$ cat src/rtl/uart_tx_queue_if.sv
// Bus bundle between host decode, the TX queue and the uart register port.
// The queue itself uses the slave view; the surrounding system drives the master view.
interface uart_tx_queue_if;
  logic       h_cs;
  logic       h_we;
  logic       h_addr;
  logic [7:0] h_dbw;
  logic [7:0] h_dbr;
  logic       u_cs;
  logic       u_we;
  logic       u_addr;
  logic [7:0] u_dbw;
  logic [7:0] u_dbr;

  modport slave (
    input  h_cs, h_we, h_addr, h_dbw, u_dbr,
    output h_dbr, u_cs, u_we, u_addr, u_dbw
  );

  modport master (
    output h_cs, h_we, h_addr, h_dbw, u_dbr,
    input  h_dbr, u_cs, u_we, u_addr, u_dbw
  );
endinterface

$ cat src/rtl/uart_tx_queue.sv
// Host-side TX FIFO that drains into the uart data register whenever the uart
// status (reg 1, bit 7) reports ready, polling with a back-off gap while busy.
module uart_tx_queue #(
  parameter int DEPTH    = 16,
  parameter int POLL_GAP = 4
) (
  input  logic             clk,
  input  logic             rst,
  uart_tx_queue_if.slave   bus_io
);
  localparam int AW = $clog2(DEPTH);
  localparam int CW = AW + 1;
  localparam int GW = $clog2(POLL_GAP + 1);

  typedef enum logic [2:0] {
    S_IDLE, S_POLL, S_WAIT, S_BACK, S_WRITE, S_GAP
  } state_t;

  logic [7:0]    mem_q [DEPTH];
  logic [AW-1:0] wr_ptr_q, wr_ptr_d, rd_ptr_q, rd_ptr_d;
  logic [CW-1:0] count_q, count_d;
  logic          ovf_q, ovf_d;
  logic [7:0]    h_dbr_q, h_dbr_d;
  state_t        state_q, state_d;
  logic [GW-1:0] gap_q, gap_d;
  logic          u_cs_q, u_cs_d, u_we_q, u_we_d, u_addr_q, u_addr_d;
  logic [7:0]    u_dbw_q, u_dbw_d;

  logic full, empty, host_wr, host_rd, status_rd, push, drop, pop;
  logic [7:0] status;

  assign full      = (count_q == CW'(DEPTH));
  assign empty     = (count_q == '0);
  assign host_wr   = bus_io.h_cs & bus_io.h_we & ~bus_io.h_addr;
  assign host_rd   = bus_io.h_cs & ~bus_io.h_we;
  assign status_rd = host_rd & bus_io.h_addr;
  // Full is judged before any same-cycle pop, so a push on full is always dropped.
  assign push      = host_wr & ~full;
  assign drop      = host_wr & full;
  assign pop       = (state_q == S_WRITE);
  assign status    = {full, empty, ovf_q, 5'(count_q)};

  always_comb begin
    wr_ptr_d = wr_ptr_q;
    rd_ptr_d = rd_ptr_q;
    ovf_d    = ovf_q;
    h_dbr_d  = h_dbr_q;
    if (push) wr_ptr_d = wr_ptr_q + AW'(1);
    if (pop)  rd_ptr_d = rd_ptr_q + AW'(1);
    count_d = count_q + CW'(push) - CW'(pop);
    if (host_rd)   h_dbr_d = bus_io.h_addr ? status : 8'h00;
    if (status_rd) ovf_d = 1'b0;
    if (drop)      ovf_d = 1'b1;
  end

  always_comb begin
    state_d = state_q;
    gap_d   = gap_q;
    case (state_q)
      S_IDLE:  if (!empty) state_d = S_POLL;
      S_POLL:  state_d = S_WAIT;
      S_WAIT: begin
        if (bus_io.u_dbr[7]) begin
          state_d = S_WRITE;
        end else begin
          state_d = S_BACK;
          gap_d   = GW'(POLL_GAP);
        end
      end
      S_BACK: begin
        if (gap_q == '0) state_d = S_POLL;
        else             gap_d   = gap_q - GW'(1);
      end
      S_WRITE: state_d = S_GAP;
      S_GAP:   state_d = S_IDLE;
      default: state_d = S_IDLE;
    endcase
    // Strobes are registered from the next state so they coincide with POLL/WRITE.
    u_cs_d   = (state_d == S_POLL) || (state_d == S_WRITE);
    u_we_d   = (state_d == S_WRITE);
    u_addr_d = (state_d == S_POLL);
    u_dbw_d  = (state_d == S_WRITE) ? mem_q[rd_ptr_q] : u_dbw_q;
  end

  always_ff @(posedge clk) begin
    if (push) mem_q[wr_ptr_q] <= bus_io.h_dbw;
  end

  always_ff @(posedge clk) begin
    if (rst) begin
      wr_ptr_q <= '0;
      rd_ptr_q <= '0;
      count_q  <= '0;
      ovf_q    <= 1'b0;
      h_dbr_q  <= 8'h00;
      state_q  <= S_IDLE;
      gap_q    <= '0;
      u_cs_q   <= 1'b0;
      u_we_q   <= 1'b0;
      u_addr_q <= 1'b0;
      u_dbw_q  <= 8'h00;
    end else begin
      wr_ptr_q <= wr_ptr_d;
      rd_ptr_q <= rd_ptr_d;
      count_q  <= count_d;
      ovf_q    <= ovf_d;
      h_dbr_q  <= h_dbr_d;
      state_q  <= state_d;
      gap_q    <= gap_d;
      u_cs_q   <= u_cs_d;
      u_we_q   <= u_we_d;
      u_addr_q <= u_addr_d;
      u_dbw_q  <= u_dbw_d;
    end
  end

  assign bus_io.h_dbr  = h_dbr_q;
  assign bus_io.u_cs   = u_cs_q;
  assign bus_io.u_we   = u_we_q;
  assign bus_io.u_addr = u_addr_q;
  assign bus_io.u_dbw  = u_dbw_q;
endmodule

$ cat src/flat_wrapper.sv
// flat-port wrapper written by rule: the top's interface ports become plain ports
module uart_tx_queue_flat 
#(
  parameter int DEPTH    = 16,
  parameter int POLL_GAP = 4
)
  (clk, rst, bus_io_h_cs, bus_io_h_we, bus_io_h_addr, bus_io_h_dbw, bus_io_u_dbr, bus_io_h_dbr, bus_io_u_cs, bus_io_u_we, bus_io_u_addr, bus_io_u_dbw);
  uart_tx_queue_if bus_io_i ();
  input  logic clk;
  input  logic rst;
  input wire logic [$bits(bus_io_i.h_cs)-1:0] bus_io_h_cs;
  input wire logic [$bits(bus_io_i.h_we)-1:0] bus_io_h_we;
  input wire logic [$bits(bus_io_i.h_addr)-1:0] bus_io_h_addr;
  input wire logic [$bits(bus_io_i.h_dbw)-1:0] bus_io_h_dbw;
  input wire logic [$bits(bus_io_i.u_dbr)-1:0] bus_io_u_dbr;
  output wire logic [$bits(bus_io_i.h_dbr)-1:0] bus_io_h_dbr;
  output wire logic [$bits(bus_io_i.u_cs)-1:0] bus_io_u_cs;
  output wire logic [$bits(bus_io_i.u_we)-1:0] bus_io_u_we;
  output wire logic [$bits(bus_io_i.u_addr)-1:0] bus_io_u_addr;
  output wire logic [$bits(bus_io_i.u_dbw)-1:0] bus_io_u_dbw;
  assign bus_io_i.h_cs = bus_io_h_cs;
  assign bus_io_i.h_we = bus_io_h_we;
  assign bus_io_i.h_addr = bus_io_h_addr;
  assign bus_io_i.h_dbw = bus_io_h_dbw;
  assign bus_io_i.u_dbr = bus_io_u_dbr;
  assign bus_io_h_dbr = bus_io_i.h_dbr;
  assign bus_io_u_cs = bus_io_i.u_cs;
  assign bus_io_u_we = bus_io_i.u_we;
  assign bus_io_u_addr = bus_io_i.u_addr;
  assign bus_io_u_dbw = bus_io_i.u_dbw;
  uart_tx_queue #(.DEPTH(DEPTH), .POLL_GAP(POLL_GAP)) u_core (.clk(clk), .rst(rst), .bus_io(bus_io_i));
endmodule
$ cat config.mk
export PLATFORM = sky130hd
export DESIGN_NAME = uart_tx_queue_flat
export DESIGN_NICKNAME = d
export VERILOG_FILES = /design/src/rtl/uart_tx_queue_if.sv /design/src/rtl/uart_tx_queue.sv /design/src/flat_wrapper.sv
export SDC_FILE = /design/constraint.sdc
export NUM_CORES = 1
export LEC_CHECK = 0
export ABC_AREA = 1
export CAP_MARGIN = 20
export CORE_MARGIN = 2
export CORE_UTILIZATION = 54
export DETAILED_ROUTE_END_ITERATION = 16
export MAX_ROUTING_LAYER = met4
export PLACE_DENSITY = 0.86
export SKIP_CTS_REPAIR_TIMING = 1
export SLEW_MARGIN = 20
export SYNTH_ARGS = -nofsm -noshare
export SYNTH_HDL_FRONTEND = slang
export SYNTH_SLANG_ARGS = --single-unit
$ cat constraint.sdc
create_clock -name clk -period 1.9 [get_ports clk]
set_clock_uncertainty 0.05 [all_clocks]
set_input_delay 0.19 -clock clk [delete_from_list [all_inputs] [get_ports clk]]
set_output_delay 0.19 -clock clk [all_outputs]
set_load 0.02 [all_outputs]
==> results of run 1 <==
==> worst max-delay path, stage by stage (launching register included) <==
cell     delay, ps
dfxtp_1        340
inv_2           80
ha_4           120
nand4_1        120
nand2_2        130
inv_4           50
ha_4           160
fa_2           400
buf_4          140
buf_6          110
xnor2_2        120
nor2_2         140
==> Yosys cell counts <==
library cell  count  area share, %
fa_1              1           0.28
o21bai_1          2           0.21
a22oi_1           2           0.21
nand2_1         239             12
nand4_1           4           0.35
nand3_2           1           0.14
nand3_1          90            6.2
o21ai_1           7           0.48
nor3_2            1           0.14
nor3_1            2           0.14
buf_2            10           0.69
nor4_1            1          0.086
o21a_1            9           0.93
o21ai_0           4           0.28
a21oi_1          19            1.3
inv_2            11           0.57
clkinv_2          1          0.069
nor2_1           36            1.9
edfxtp_1        128             53
inv_1            99            5.1
buf_4             2           0.21
nand2_2           1          0.086
ha_1             13            2.2
dfxtp_1          39             11
clkbuf_1          6           0.31
xor2_1            1           0.12
xnor2_1           1           0.12
buf_6            11            1.7
==> registers in the layout (all words and copies together), names as in the netlist, 3 cells and up <==
signal / count
u_core.count_q: 5
u_core.state_q: 3
u_core.bus_io.u_dbw: 8
u_core.rd_ptr_q: 4
u_core.wr_ptr_q: 4
u_core.mem_q: 128
u_core.bus_io.h_dbr: 8
u_core.gap_q: 3
==> final cells by class <==
type,count,area (µm²),share of cell area [%]
clock buffer,19,443,5.10
clock inverter,13,168,1.93
inverter,111,420,4.84
multi-input combinational,434,2050,23.7
sequential,167,4630,53.3
tap,176,220,2.54
timing repair buffer,81,746,8.59
==> cell families after synthesis <==
group	synth area share (%)
fa+ha+maj	2.52
flops	63.8
simple gates	21.4
buf+inv	8.68
compound gates	3.42
xor+xnor	0.242
==> worst max path at each step <==
stage                                             from                           end  slack (ps)
final                     u_core.count_q[2]$_SDFF_PP0_  u_core.count_q[2]$_SDFF_PP0_        -150
after global routing      u_core.count_q[2]$_SDFF_PP0_  u_core.count_q[4]$_SDFF_PP0_        -240
after global placement                     bus_io_h_cs  u_core.count_q[4]$_SDFF_PP0_         -80
after floorplan           u_core.state_q[0]$_SDFF_PP0_  u_core.count_q[4]$_SDFF_PP0_           3
after detailed placement                   bus_io_h_we  u_core.count_q[4]$_SDFF_PP0_        -120
after CTS                 u_core.count_q[2]$_SDFF_PP0_  u_core.count_q[4]$_SDFF_PP0_        -130
==> report_power, final <==
part           internal (µW)  switching (µW)
Combinational            601             854
Sequential              4060            71.3
Clock                   2120            1410
==> per-layer routing <==
layer	up-vias	wire (µm)	part of all wire, %	global-route usage [%]
li1	2545	-	-	-
met1	2482	6310	39	29.0
met2	257	8310	51	39.8
met3	39	1180	7.3	4.52
met4	0	433	2.7	10.1
met5	-	0	0	-
==> metrics by stage <==
step                setup TNS [ps]  std cells  setup slack [ps]
detailed placement           -4970        965              -124
global placement             -3170        965             -78.4
global route                 -1170       1001              -237
CTS                           -241        997              -135
finish                        -276       1001              -150
floorplan                        0        741              2.82
==> flow_metrics.env, run 1 <==
export IMPL_drive_gt1_share_pct=13.8
export IMPL_drv_cap=0
export IMPL_final_common_cell="nand2_1"
export IMPL_dpl_hpwl_mm=9.97
export IMPL_cts_htree_levels=4
export IMPL_avgSynthCellArea_um2=9.79
export IMPL_cts_reportedPaths_clkPinSlew_ps=60
export IMPL_syn_to_final_growth_pct=19.7
export IMPL_numCtsBuffers=17
export IMPL_fp_dieW_um=120
export IMPL_grt_start_max_net_pins=67
export IMPL_mostFrequentLayoutCells="nand2_1 (235), edfxtp_1 (128), inv_1 (96)"
export IMPL_final_max_slew_violation_count=0
export IMPL_worst_pin_slew_ps=745
export IMPL_period_needed_ps=2050
export IMPL_die_h_um=120
export IMPL_hp_start="bus_io_u_dbr[7]"
export IMPL_portBuffers=32
export IMPL_hold_viol_final=0
export IMPL_cp_arrival_ps=2360
export IMPL_cts_root_buf="clkbuf_16"
export IMPL_fillerInstances=875
export IMPL_ys_types=28
export IMPL_fin_crit_sh_pct=108
export IMPL_failed_checks="negative setup slack"
export IMPL_setup_ws_ps=-150
export IMPL_clockBufferDepth=2
export IMPL_antenna_cells=0
export IMPL_nets=847
export IMPL_core_area_um2=13200
export IMPL_post_dp_cell_area_um2=7980
export IMPL_setup_viol=2
export IMPL_drt_iter0_markers=638
export IMPL_holdPathEnd="u_core.bus_io.u_we$_SDFF_PP0_"
export IMPL_ant_nets=0
export IMPL_rsz0062_at_grt="yes"
export IMPL_crit_required_ps=2210
export IMPL_vias=5323
export IMPL_gr_total_overflow=0
export IMPL_ios=40
export IMPL_p_per_area_nw_per_um2=1050
export IMPL_cts_tree="yes"
export IMPL_seq_area_frac_synth_pct=63.8
export IMPL_fp_row_count=42
export IMPL_whs_ps=409
export IMPL_clk_latency_ps=430
export IMPL_gp_congestion=0.986
export IMPL_die_area_um2=14400
export IMPL_finalCoreUtilization_pct=65.8
export IMPL_setup_worst_path_class="register to register"
export IMPL_irDropWorstVdd_uv=786
export IMPL_crit_path_start_kind="register"
export IMPL_yosys_register_bits=167
export IMPL_grt_use_total_pct=24.0
export IMPL_route_detailed_drc=0
export IMPL_mappedNetlistNets=776
export IMPL_dr_pass1_iters=5
export IMPL_routed_wl_mm=16.2
export IMPL_whs_path_depth=3
export IMPL_fin_area_um2=8680
export IMPL_post_synth_inst_count=741
export IMPL_cts_sinks=167
export IMPL_reg2reg_depth=11
export IMPL_grt_pass1_wl_mm=25.3
export IMPL_p_total_uw=9110
export IMPL_grt_pass1_vias=5141
export IMPL_start_util_pct=55.0
export IMPL_r2r_end="u_core.count_q[2]$_SDFF_PP0_"
export IMPL_max_slew_margin_rel_pct=50.1
export IMPL_total_leakage_power_uw=0.00366
export IMPL_hp_class="input pin to register"
export IMPL_status="finished with violations"
export IMPL_reg2reg_slack_ps=-150
export IMPL_yosysWarningCount=0
export IMPL_drt_wirelength_per_cell_um=16.2
export IMPL_crit_reg2reg_launch="u_core.count_q[2]$_SDFF_PP0_"
export IMPL_antenna_found_initial=0
export IMPL_max_freq_mhz=488
export IMPL_critPathMaxFanout=2
export IMPL_syn_area_um2=7250
export IMPL_avgViaCountPerCell=5.32
export IMPL_cp_end_kind="register"
Power figures use the tool's default switching activity.
==> run 2: changes to the inputs <==
--- a/config.mk
+++ b/config.mk
@@ -7,11 +7,13 @@
 export LEC_CHECK = 0
 export ABC_AREA = 1
 export CAP_MARGIN = 20
+export CELL_PAD_IN_SITES_DETAIL_PLACEMENT = 0
+export CELL_PAD_IN_SITES_GLOBAL_PLACEMENT = 1
 export CORE_MARGIN = 2
-export CORE_UTILIZATION = 54
+export CORE_UTILIZATION = 42
 export DETAILED_ROUTE_END_ITERATION = 16
 export MAX_ROUTING_LAYER = met4
-export PLACE_DENSITY = 0.86
+export PLACE_DENSITY = 0.85
 export SKIP_CTS_REPAIR_TIMING = 1
 export SLEW_MARGIN = 20
 export SYNTH_ARGS = -nofsm -noshare
==> run 2 against run 1 <==
  * The run still ends with negative setup slack left
  * Via count fell by 5.4%
  * Power shrank 1.7%
  * Flip-flop and latch count is the same
  * Count of clock-buffer cells in the layout unchanged
  * Register-to-register slack improved by 70 ps
  * Clock power fell by 4%
  * Critical endpoint is now u_core.count_q[4]$_SDFF_PP0_
  * Largest power group unchanged
==> flow_metrics.env, run 2 (synthesis results as in run 1) <==
export IMPL_status="finished with violations"
export IMPL_failed_checks="negative setup slack"
export IMPL_p_sw_share_pct=26.0
export IMPL_period_needed_ps=1980
export IMPL_dr_pass1_iters=5
export IMPL_cts_root_buf="clkbuf_16"
export IMPL_fillerInstances=1518
export IMPL_fp_row_count=48
export IMPL_grt_pass1_vias=4876
export IMPL_whs_ps=396
export IMPL_vias=5037
export IMPL_r2r_end="u_core.count_q[4]$_SDFF_PP0_"
export IMPL_antenna_found_initial=0
export IMPL_top_usage_layer="met2"
export IMPL_cp_arrival_ps=2240
export IMPL_whs_path_depth=3
export IMPL_gr_total_overflow=0
export IMPL_p_sw_uw=2330
export IMPL_clockBufferDepth=2
export IMPL_largest_reg_flops=128
export IMPL_finalCoreUtilization_pct=51.1
export IMPL_setup_tns_ps=-81.4
export IMPL_setup_ws_ps=-81.4
export IMPL_total_leakage_power_uw=0.00368
export IMPL_setup_viol=1
export IMPL_hp_class="input pin to register"
export IMPL_grt_use_met1_pct=24.0
export IMPL_die_area_um2=18300
export IMPL_drt_iter0_markers=392
export IMPL_final_common_cell="nand2_1"
export IMPL_reg2reg_slack_ps=-80
export IMPL_p_per_area_nw_per_um2=1020
export IMPL_max_slew_margin_rel_pct=75.2
export IMPL_routed_wl_mm=15.9
export IMPL_max_freq_mhz=505
export IMPL_grt_start_max_net_pins=35
export IMPL_ant_nets=0
export IMPL_irDropWorstVdd_uv=678
export IMPL_critPathMaxFanout=2
export IMPL_cts_tree="yes"
export IMPL_core_area_um2=17100
export IMPL_grt_util_met3_pct=3.59
export IMPL_dpl_worst_slack_ps=-140
export IMPL_nets=854
export IMPL_hold_viol_final=0
export IMPL_fp_dieW_um=135
export IMPL_grt_pass1_wl_mm=25.6
export IMPL_die_h_um=135
export IMPL_start_util_pct=42.4
export IMPL_crit_path_start_kind="register"
export IMPL_rsz0062_at_grt="yes"
export IMPL_fin_crit_sh_pct=104
export IMPL_drive_gt1_share_pct=14.2
export IMPL_ios=40
export IMPL_antenna_cells=0
export IMPL_mostFrequentLayoutCells="nand2_1 (236), edfxtp_1 (128), inv_1 (96)"
export IMPL_avgViaCountPerCell=4.77
export IMPL_holdPathEnd="u_core.bus_io.u_we$_SDFF_PP0_"
export IMPL_dpl_hpwl_mm=10.4
export IMPL_grtUsageMet2_pct=31.3
export IMPL_cts_reportedPaths_clkPinSlew_ps=60
export IMPL_drt_wirelength_per_cell_um=15.1
export IMPL_crit_required_ps=2160
export IMPL_regMostFlops="u_core.mem_q"
export IMPL_portBuffers=32
export IMPL_final_max_slew_violation_count=0
export IMPL_cp_end_kind="register"
export IMPL_hp_start="bus_io_u_dbr[7]"
export IMPL_gp_congestion=0.920
export IMPL_internal_power_uw=6620
export IMPL_cts_htree_levels=4
export IMPL_drv_cap=0
export IMPL_crit_reg2reg_launch="u_core.count_q[3]$_SDFF_PP0_"
export IMPL_reg2reg_depth=11
export IMPL_syn_to_final_growth_pct=20.7
export IMPL_route_detailed_drc=0
export IMPL_worst_pin_slew_ps=372
export IMPL_numCtsBuffers=17
export IMPL_pwr_share_seq_pct=46.0
export IMPL_cts_sinks=167
export IMPL_clk_latency_ps=430
export IMPL_setup_worst_path_class="register to register"
export IMPL_clkPwrFrac_pct=37.8
export IMPL_combPwrFrac_pct=16.1
export IMPL_grt_use_total_pct=19.3
[run 2: metrics by stage]
stage	instances	total power (µW)	cell area, µm²
detailed placement	1021	5540	8080
floorplan	741	5020	7260
global route	1057	9360	8750
finish	1057	8950	8750
CTS	1053	8920	8660
global placement	1021	5510	8080
[run 2: final cells by class]
type | count | area, µm² | area share [%]
clock buffer | 19 | 433 | 4.95
clock inverter | 13 | 148 | 1.69
inverter | 111 | 420 | 4.80
multi-input combinational | 434 | 2060 | 23.5
sequential | 167 | 4630 | 52.9
tap | 225 | 282 | 3.22
timing repair buffer | 88 | 778 | 8.89
[run 2: how the worst max path moves through the flow]
stage                            startpoint                            end  slack [ps]
6_report       u_core.count_q[3]$_SDFF_PP0_   u_core.count_q[4]$_SDFF_PP0_         -80
5_1_grt        u_core.count_q[3]$_SDFF_PP0_   u_core.count_q[4]$_SDFF_PP0_        -200
4_1_cts        u_core.count_q[2]$_SDFF_PP0_   u_core.count_q[4]$_SDFF_PP0_        -100
3_5_place_dp                    bus_io_h_we  u_core.mem_q[10][3]$_DFFE_PP_        -140
3_3_place_gp                    bus_io_h_cs   u_core.mem_q[6][5]$_DFFE_PP_        -120
2_1_floorplan  u_core.state_q[0]$_SDFF_PP0_   u_core.count_q[4]$_SDFF_PP0_           3
[run 2: worst max-delay path, cell delays in order (launching register included)]
cell	delay [ps]
dfxtp_2	320
inv_2	70
ha_4	130
nand4_1	120
nand2_2	130
inv_4	50
ha_4	160
fa_2	390
a21oi_2	140
o21bai_1	100
o21ai_1	150
a21oi_1	50
[run 2: power by group through the flow]
stage / Clock (µW) / Sequential (µW) / Combinational, µW
2_1_floorplan: 0 / 4250 / 774
6_report: 3380 / 4120 / 1450
3_3_place_gp: 0 / 4190 / 1320
3_5_place_dp: 0 / 4190 / 1340
5_1_grt: 3610 / 4130 / 1620
4_1_cts: 3450 / 4120 / 1360
[run 2: metal layers]
metal / wire [µm] / share of wire, % / vias up
met1: 6990 / 44 / 2349
met5: 0 / 0 / -
met2: 7930 / 50 / 102
met3: 622 / 3.9 / 30
met4: 377 / 2.4 / 0
li1: - / - / 2556
